## config.mk

```make
export PLATFORM = sky130hd
export DESIGN_NAME = writeback_commit_unit_l4
export DESIGN_NICKNAME = d
export VERILOG_FILES = /design/src/rtl/writeback_commit_unit_l4.sv
export SDC_FILE = /design/constraint.sdc
export NUM_CORES = 2
export LEC_CHECK = 0
export BUFFER_PORTS_ARGS = -buffer_cell sky130_fd_sc_hd__buf_2
export CAP_MARGIN = 40
export CORE_UTILIZATION = 60
export CTS_CLUSTER_DIAMETER = 150
export CTS_CLUSTER_SIZE = 12
export DETAILED_ROUTE_END_ITERATION = 6
export PLACE_DENSITY = 0.77
export SLEW_MARGIN = 20
export SYNTH_ARGS = -nofsm -noshare
export SYNTH_HDL_FRONTEND = slang
export SYNTH_SLANG_ARGS = --single-unit
```

## constraint.sdc

```tcl
create_clock -name clk -period 14.7 [get_ports clk]
set_input_delay 0.735 -clock clk [delete_from_list [all_inputs] [get_ports clk]]
set_output_delay 0.735 -clock clk [all_outputs]
set_load 0.005 [all_outputs]
```

## src/rtl/writeback_commit_unit_l4.sv

```systemverilog
// rtl/writeback_commit_unit_l4.sv - age-ordered writeback arbiter, capture stage and in-order commit ROB
//
// Purpose: grants the oldest valid execute pipe each cycle, registers the
// granted result for one cycle, writes it into a reorder buffer indexed by
// sequence number, and retires a contiguous prefix of up to p_commit_width
// entries per cycle from the head.
// Ports:
//   clk, rst            - clock (rising edge), asynchronous active-low reset
//   ex_*                - per-pipe result payload, pipe i at slice i; ex_rdy = grant
//   complete_*          - combinational echo of the granted pipe
//   commit_rdy          - consumer takes every offered commit slot
//   commit_*            - commit slots, slot k = ROB entry head+k
//   perf_commit_cnt,
//   perf_stall_cnt      - only with WRITEBACK_COMMIT_UNIT_L4_PERF_EN defined
module writeback_commit_unit_l4 #(
    parameter int p_num_pipes      = 2,
    parameter int p_seq_num_bits   = 5,
    parameter int p_phys_addr_bits = 6,
    parameter int p_commit_width   = 2
) (
    input  logic                                       clk,
    input  logic                                       rst,
    input  logic [p_num_pipes-1:0]                     ex_val,
    input  logic [p_num_pipes-1:0]                     ex_wen,
    input  logic [p_num_pipes*32-1:0]                  ex_pc,
    input  logic [p_num_pipes*32-1:0]                  ex_wdata,
    input  logic [p_num_pipes*p_seq_num_bits-1:0]      ex_seq_num,
    input  logic [p_num_pipes*5-1:0]                   ex_waddr,
    input  logic [p_num_pipes*p_phys_addr_bits-1:0]    ex_preg,
    input  logic [p_num_pipes*p_phys_addr_bits-1:0]    ex_ppreg,
    output logic [p_num_pipes-1:0]                     ex_rdy,
    output logic                                       complete_val,
    output logic                                       complete_wen,
    output logic [p_seq_num_bits-1:0]                  complete_seq_num,
    output logic [4:0]                                 complete_waddr,
    output logic [31:0]                                complete_wdata,
    output logic [p_phys_addr_bits-1:0]                complete_preg,
    input  logic                                       commit_rdy,
    output logic [p_commit_width-1:0]                  commit_val,
    output logic [p_commit_width-1:0]                  commit_wen,
    output logic [p_commit_width*32-1:0]               commit_pc,
    output logic [p_commit_width*32-1:0]               commit_wdata,
    output logic [p_commit_width*p_seq_num_bits-1:0]   commit_seq_num,
    output logic [p_commit_width*5-1:0]                commit_waddr,
    output logic [p_commit_width*p_phys_addr_bits-1:0] commit_ppreg
`ifdef WRITEBACK_COMMIT_UNIT_L4_PERF_EN
    ,
    output logic [31:0]                                perf_commit_cnt,
    output logic [31:0]                                perf_stall_cnt
`endif
);
    localparam int N = p_num_pipes;
    localparam int S = p_seq_num_bits;
    localparam int P = p_phys_addr_bits;
    localparam int C = p_commit_width;
    localparam int D = 1 << S;

    logic [S-1:0]  head;
    logic [D-1:0]  rob_valid;
    logic [D-1:0]  rob_valid_nxt;
    logic [31:0]   rob_pc    [D];
    logic [31:0]   rob_wdata [D];
    logic [4:0]    rob_waddr [D];
    logic [P-1:0]  rob_ppreg [D];
    logic [D-1:0]  rob_wen;

    logic          cap_val;
    logic          cap_wen;
    logic [S-1:0]  cap_seq;
    logic [31:0]   cap_pc;
    logic [31:0]   cap_wdata;
    logic [4:0]    cap_waddr;
    logic [P-1:0]  cap_ppreg;

    logic [N-1:0]  grant;
    int            gidx;
    logic          found;
    logic [S-1:0]  age;
    logic [S-1:0]  best_age;
    logic [31:0]   sel_pc;
    logic [P-1:0]  sel_ppreg;
    logic          sel_wen;
    logic [S-1:0]  cidx;
    logic          prefix_ok;
    logic [3:0]    pop_cnt;

    // Age is measured relative to head so the comparison stays correct across
    // sequence-number wrap. Equal ages resolve to the lower pipe index.
    always_comb begin
        grant            = '0;
        gidx             = 0;
        found            = 1'b0;
        age              = '0;
        best_age         = '0;
        complete_seq_num = '0;
        complete_waddr   = '0;
        complete_wdata   = '0;
        complete_preg    = '0;
        sel_pc           = '0;
        sel_ppreg        = '0;
        sel_wen          = 1'b0;
        for (int i = 0; i < N; i++) begin
            age = ex_seq_num[i*S +: S] - head;
            if (ex_val[i] && (!found || age < best_age)) begin
                found    = 1'b1;
                best_age = age;
                gidx     = i;
            end
        end
        for (int i = 0; i < N; i++) begin
            grant[i] = found && rst && (gidx == i);
            if (gidx == i) begin
                complete_seq_num = ex_seq_num[i*S +: S];
                complete_waddr   = ex_waddr[i*5 +: 5];
                complete_wdata   = ex_wdata[i*32 +: 32];
                complete_preg    = ex_preg[i*P +: P];
                sel_pc           = ex_pc[i*32 +: 32];
                sel_ppreg        = ex_ppreg[i*P +: P];
                sel_wen          = ex_wen[i];
            end
        end
    end

    assign ex_rdy       = grant;
    assign complete_val = |grant;
    assign complete_wen = sel_wen && (complete_waddr != 5'd0);

    // Commit slots form a contiguous prefix: slot k needs entries head..head+k.
    always_comb begin
        commit_val     = '0;
        commit_wen     = '0;
        commit_pc      = '0;
        commit_wdata   = '0;
        commit_seq_num = '0;
        commit_waddr   = '0;
        commit_ppreg   = '0;
        cidx           = '0;
        prefix_ok      = 1'b1;
        for (int k = 0; k < C; k++) begin
            cidx                    = head + S'(k);
            prefix_ok               = prefix_ok && rob_valid[cidx];
            commit_val[k]           = prefix_ok;
            commit_wen[k]           = rob_wen[cidx] && (rob_waddr[cidx] != 5'd0);
            commit_pc[k*32 +: 32]   = rob_pc[cidx];
            commit_wdata[k*32 +: 32] = rob_wdata[cidx];
            commit_seq_num[k*S +: S] = cidx;
            commit_waddr[k*5 +: 5]  = rob_waddr[cidx];
            commit_ppreg[k*P +: P]  = rob_ppreg[cidx];
        end
    end

    always_comb begin
        pop_cnt = '0;
        for (int k = 0; k < C; k++) begin
            pop_cnt = pop_cnt + {3'b000, commit_val[k]};
        end
    end

    // Retiring and the capture-stage write touch distinct entries in legal use.
    always_comb begin
        rob_valid_nxt = rob_valid;
        if (commit_rdy) begin
            for (int k = 0; k < C; k++) begin
                if (commit_val[k]) begin
                    rob_valid_nxt[head + S'(k)] = 1'b0;
                end
            end
        end
        if (cap_val) begin
            rob_valid_nxt[cap_seq] = 1'b1;
        end
    end

    always_ff @(posedge clk or negedge rst) begin
        if (!rst) begin
            rob_valid <= '0;
            head      <= '0;
            cap_val   <= 1'b0;
            cap_wen   <= 1'b0;
            cap_seq   <= '0;
            cap_pc    <= '0;
            cap_wdata <= '0;
            cap_waddr <= '0;
            cap_ppreg <= '0;
        end else begin
            rob_valid <= rob_valid_nxt;
            if (commit_rdy) begin
                head <= head + S'(pop_cnt);
            end
            cap_val <= complete_val;
            if (complete_val) begin
                cap_wen   <= complete_wen;
                cap_seq   <= complete_seq_num;
                cap_pc    <= sel_pc;
                cap_wdata <= complete_wdata;
                cap_waddr <= complete_waddr;
                cap_ppreg <= sel_ppreg;
            end
        end
    end

    // Entry payload carries no reset; only the valid bits qualify it.
    always_ff @(posedge clk) begin
        if (cap_val) begin
            rob_pc[cap_seq]    <= cap_pc;
            rob_wdata[cap_seq] <= cap_wdata;
            rob_waddr[cap_seq] <= cap_waddr;
            rob_ppreg[cap_seq] <= cap_ppreg;
            rob_wen[cap_seq]   <= cap_wen;
        end
    end

`ifdef WRITEBACK_COMMIT_UNIT_L4_PERF_EN
    always_ff @(posedge clk or negedge rst) begin
        if (!rst) begin
            perf_commit_cnt <= '0;
            perf_stall_cnt  <= '0;
        end else begin
            if (commit_rdy) begin
                perf_commit_cnt <= perf_commit_cnt + 32'(pop_cnt);
            end
            if (commit_val[0] && !commit_rdy) begin
                perf_stall_cnt <= perf_stall_cnt + 32'd1;
            end
        end
    end
`endif

`ifndef SYNTHESIS
    always @(posedge clk) begin
        if (rst && cap_val) begin
            assert (!rob_valid[cap_seq]);
        end
    end
`endif

endmodule

```

==> impl_metrics.tcl <==
set metrics [dict create \
    ys_seq_elements 2551 \
    cts.clk_slew.worst_paths_ns 0.07 \
    viasPerCell 7.84 \
    ios 395 \
    synthArstFlopShare 0.0466 \
    crit_path_start_kind "flop" \
    crit_arrival_ns 6.95 \
    placement.io_buffers 394 \
    worstMarginPinSlew_ns 1.11 \
    syn_to_final_growth_pct 12.9 \
    finalCritPeriodShare 0.523 \
    die_y_um 442 \
    grt_pass1_wl_um 499000 \
    nFillCells 11600 \
    layout_common_cells "edfxtp_1 (2432), mux4_2 (1238), buf_2 (394)" \
    hold_viol 0 \
    fin_nets 6473 \
    cts.path.max_buffers 3 \
    die-area_um2 195000 \
    synth_cells 5808 \
    coreArea_um2 192000 \
    power_density_nw_per_um2 216 \
    tritoncts "built" \
    synth_cell_type_count 69 \
    gp_congestion 0.837 \
    start_util 0.604 \
    antenna_found_initial 2 \
    period_needed_ns 7.68 \
    cts_root_buffer "clkbuf_16" \
    synth-edff-count 2432 \
    finClkSkew_ns 0.0454 \
    drc 0 \
    status "finished clean" \
    syn_area_um2 116000 \
    grt_pass1_vias 69500 \
    routed_wl_um 354000 \
    final_common_cell "edfxtp_1" \
    hp-class "in2reg" \
    wire_per_inst_um 39.3 \
    worstSetupEndpointType "output pin" \
    required_ns 13.97 \
    cts-buffers-inserted 230 \
    rsz0062_at_grt "false" \
    die_x_um 442 \
    drt_pass1_iterations 6 \
    synth_ff_type "edfxtp_1" \
    rows 161 \
    slew_headroom 0.263 \
    synth_nets 6007 \
    cts.sinks 2551 \
    worstPathMaxFanout 124 \
    ir_drop_mv 0.335 \
    critical_path_class "reg2out" \
    setup-violations-final 0 \
    grt_max_degree 157 \
    max-cap-violations 0 \
    finish.utilization 0.681 \
    globalRouteOverflowTotal 0 \
    drv_slew 0 \
    drt_iter0_markers 11800 \
    final_antenna_net_count 0 \
    ys_seq_area_frac 0.654 \
    syn_avg_cell_area_um2 20.0 \
    fin_tns_setup_ns 0 \
    htree_levels 4 \
    yosysWarnings 0 \
    hpwlAfterDp_um 192000 \
    post-cts-setup-buffers 0 \
    grt.total_usage 0.360 \
    drive_gt1_frac 0.363 \
    clk_latency_ns 0.90 \
    timing.fmax_mhz 130 \
    num_vias 70500 \
    cellLeakagePower_uw 0.0422 \
]
## path summary, 6_finish.rpt
check	depth (start not counted)	slack [ns]	start	endpoint
max	14	7.02	head[0]$_DFFE_PN0P_	commit_pc[56]
min	2	0.07	ex_pc[5]	cap_pc[5]$_DFFE_PN0P_
max reg2reg	17	8.50	head[0]$_DFFE_PN0P_	head[4]$_DFFE_PN0P_
min reg2reg	0	0.49	cap_ppreg[2]$_DFFE_PN0P_	rob_ppreg[24][2]$_DFFE_PP_
max in group asynchronous	3	13.38	rst	head[0]$_DFFE_PN0P_
min in group asynchronous	2	0.33	rst	cap_ppreg[4]$_DFFE_PN0P_
## per-layer routing
metal	GRT usage	share of wire
met3	0.0860	0.14
met4	0.188	0.061
met5	0	0.000054
met2	0.557	0.47
met1	0.484	0.33
## sequential cells by signal, indices dropped and copies added (netlist names)
register	cells
rob_pc	1024
rob_wdata	1024
rob_ppreg	192
rob_waddr	160
cap_pc	32
cap_wdata	32
rob_valid	32
rob_wen	32
cap_ppreg	6
cap_seq	5
cap_waddr	5
head	5
cap_val	1
cap_wen	1
## through the flow
| stage | hold slack, ns | setup WS (ns) | power, uW | cells | instance area (um^2) |
|---|---|---|---|---|---|
| 3_3_place_gp | 0.480 | 6.59 | 21700 | 8409 | 121000 |
| 5_1_grt | 0.0614 | 6.50 | 29200 | 8990 | 131000 |
| 2_1_floorplan | 0.439 | 9.39 | 17800 | 5808 | 116000 |
| 6_report | 0.0747 | 7.02 | 28400 | 8995 | 131000 |
| 3_5_place_dp | 0.486 | 6.76 | 22400 | 8499 | 123000 |
| 4_1_cts | 0.0384 | 5.80 | 28000 | 8922 | 130000 |
## final cells by class
type	instances	area [um^2]	area share
inverters	16	68.8	0.000525
well taps	2526	3160	0.0241
multi-input cells	2771	38300	0.292
clock buffers	406	6420	0.0489
repair buffers	704	6750	0.0515
flip-flops and latches	2551	76000	0.580
clock inverters	16	350	0.00267
diodes	5	12.5	0.0000954
## what timing repair did
| item | CTS | global route |
|---|---|---|
| hold endpoints to repair | 5 | 0 |
| gates resized for setup | 0 | 0 |
| hold buffers | 1 | 0 |
## synth_stat cells (43+ instances only)
cell type / count / area share
buf_1: 54 / 0.0017
a22oi_1: 359 / 0.023
nand2_1: 368 / 0.012
buf_2: 186 / 0.0080
a21oi_1: 136 / 0.0059
clkbuf_1: 192 / 0.0062
mux4_2: 1238 / 0.24
edfxtp_1: 2432 / 0.63
mux2_2: 85 / 0.0082
and2_1: 43 / 0.0023
dfrtp_1: 119 / 0.026
nand4_1: 80 / 0.0043
nor2_1: 52 / 0.0017
## critical path, stage by stage, from the launching register on
cell and delay (ns):
dfrtp_4 0.55, buf_16 0.28, buf_4 0.36, buf_4 0.67
buf_12 0.56, buf_4 0.73, buf_4 0.49, buf_4 0.29
buf_16 0.30, mux4_2 0.55, a22oi_1 0.20, nand2_1 0.08
a211oi_1 0.26, a31oi_1 0.15, buf_2 0.24
## power breakdown
| part | switching, uW | internal (uW) |
|---|---|---|
| combinational | 7470 | 5600 |
| clock | 2660 | 2970 |
| sequential | 374 | 9280 |
| total | 10500 | 17800 |
## cell families after synthesis
family          share of synthesized area
compound gates                     0.0466
xor+xnor                          0.00136
simple gates                       0.0266
mux                                 0.250
fa+ha+maj                         0.00235
buf+inv                            0.0190
flops                               0.654
(Power assumes the default switching activity.)
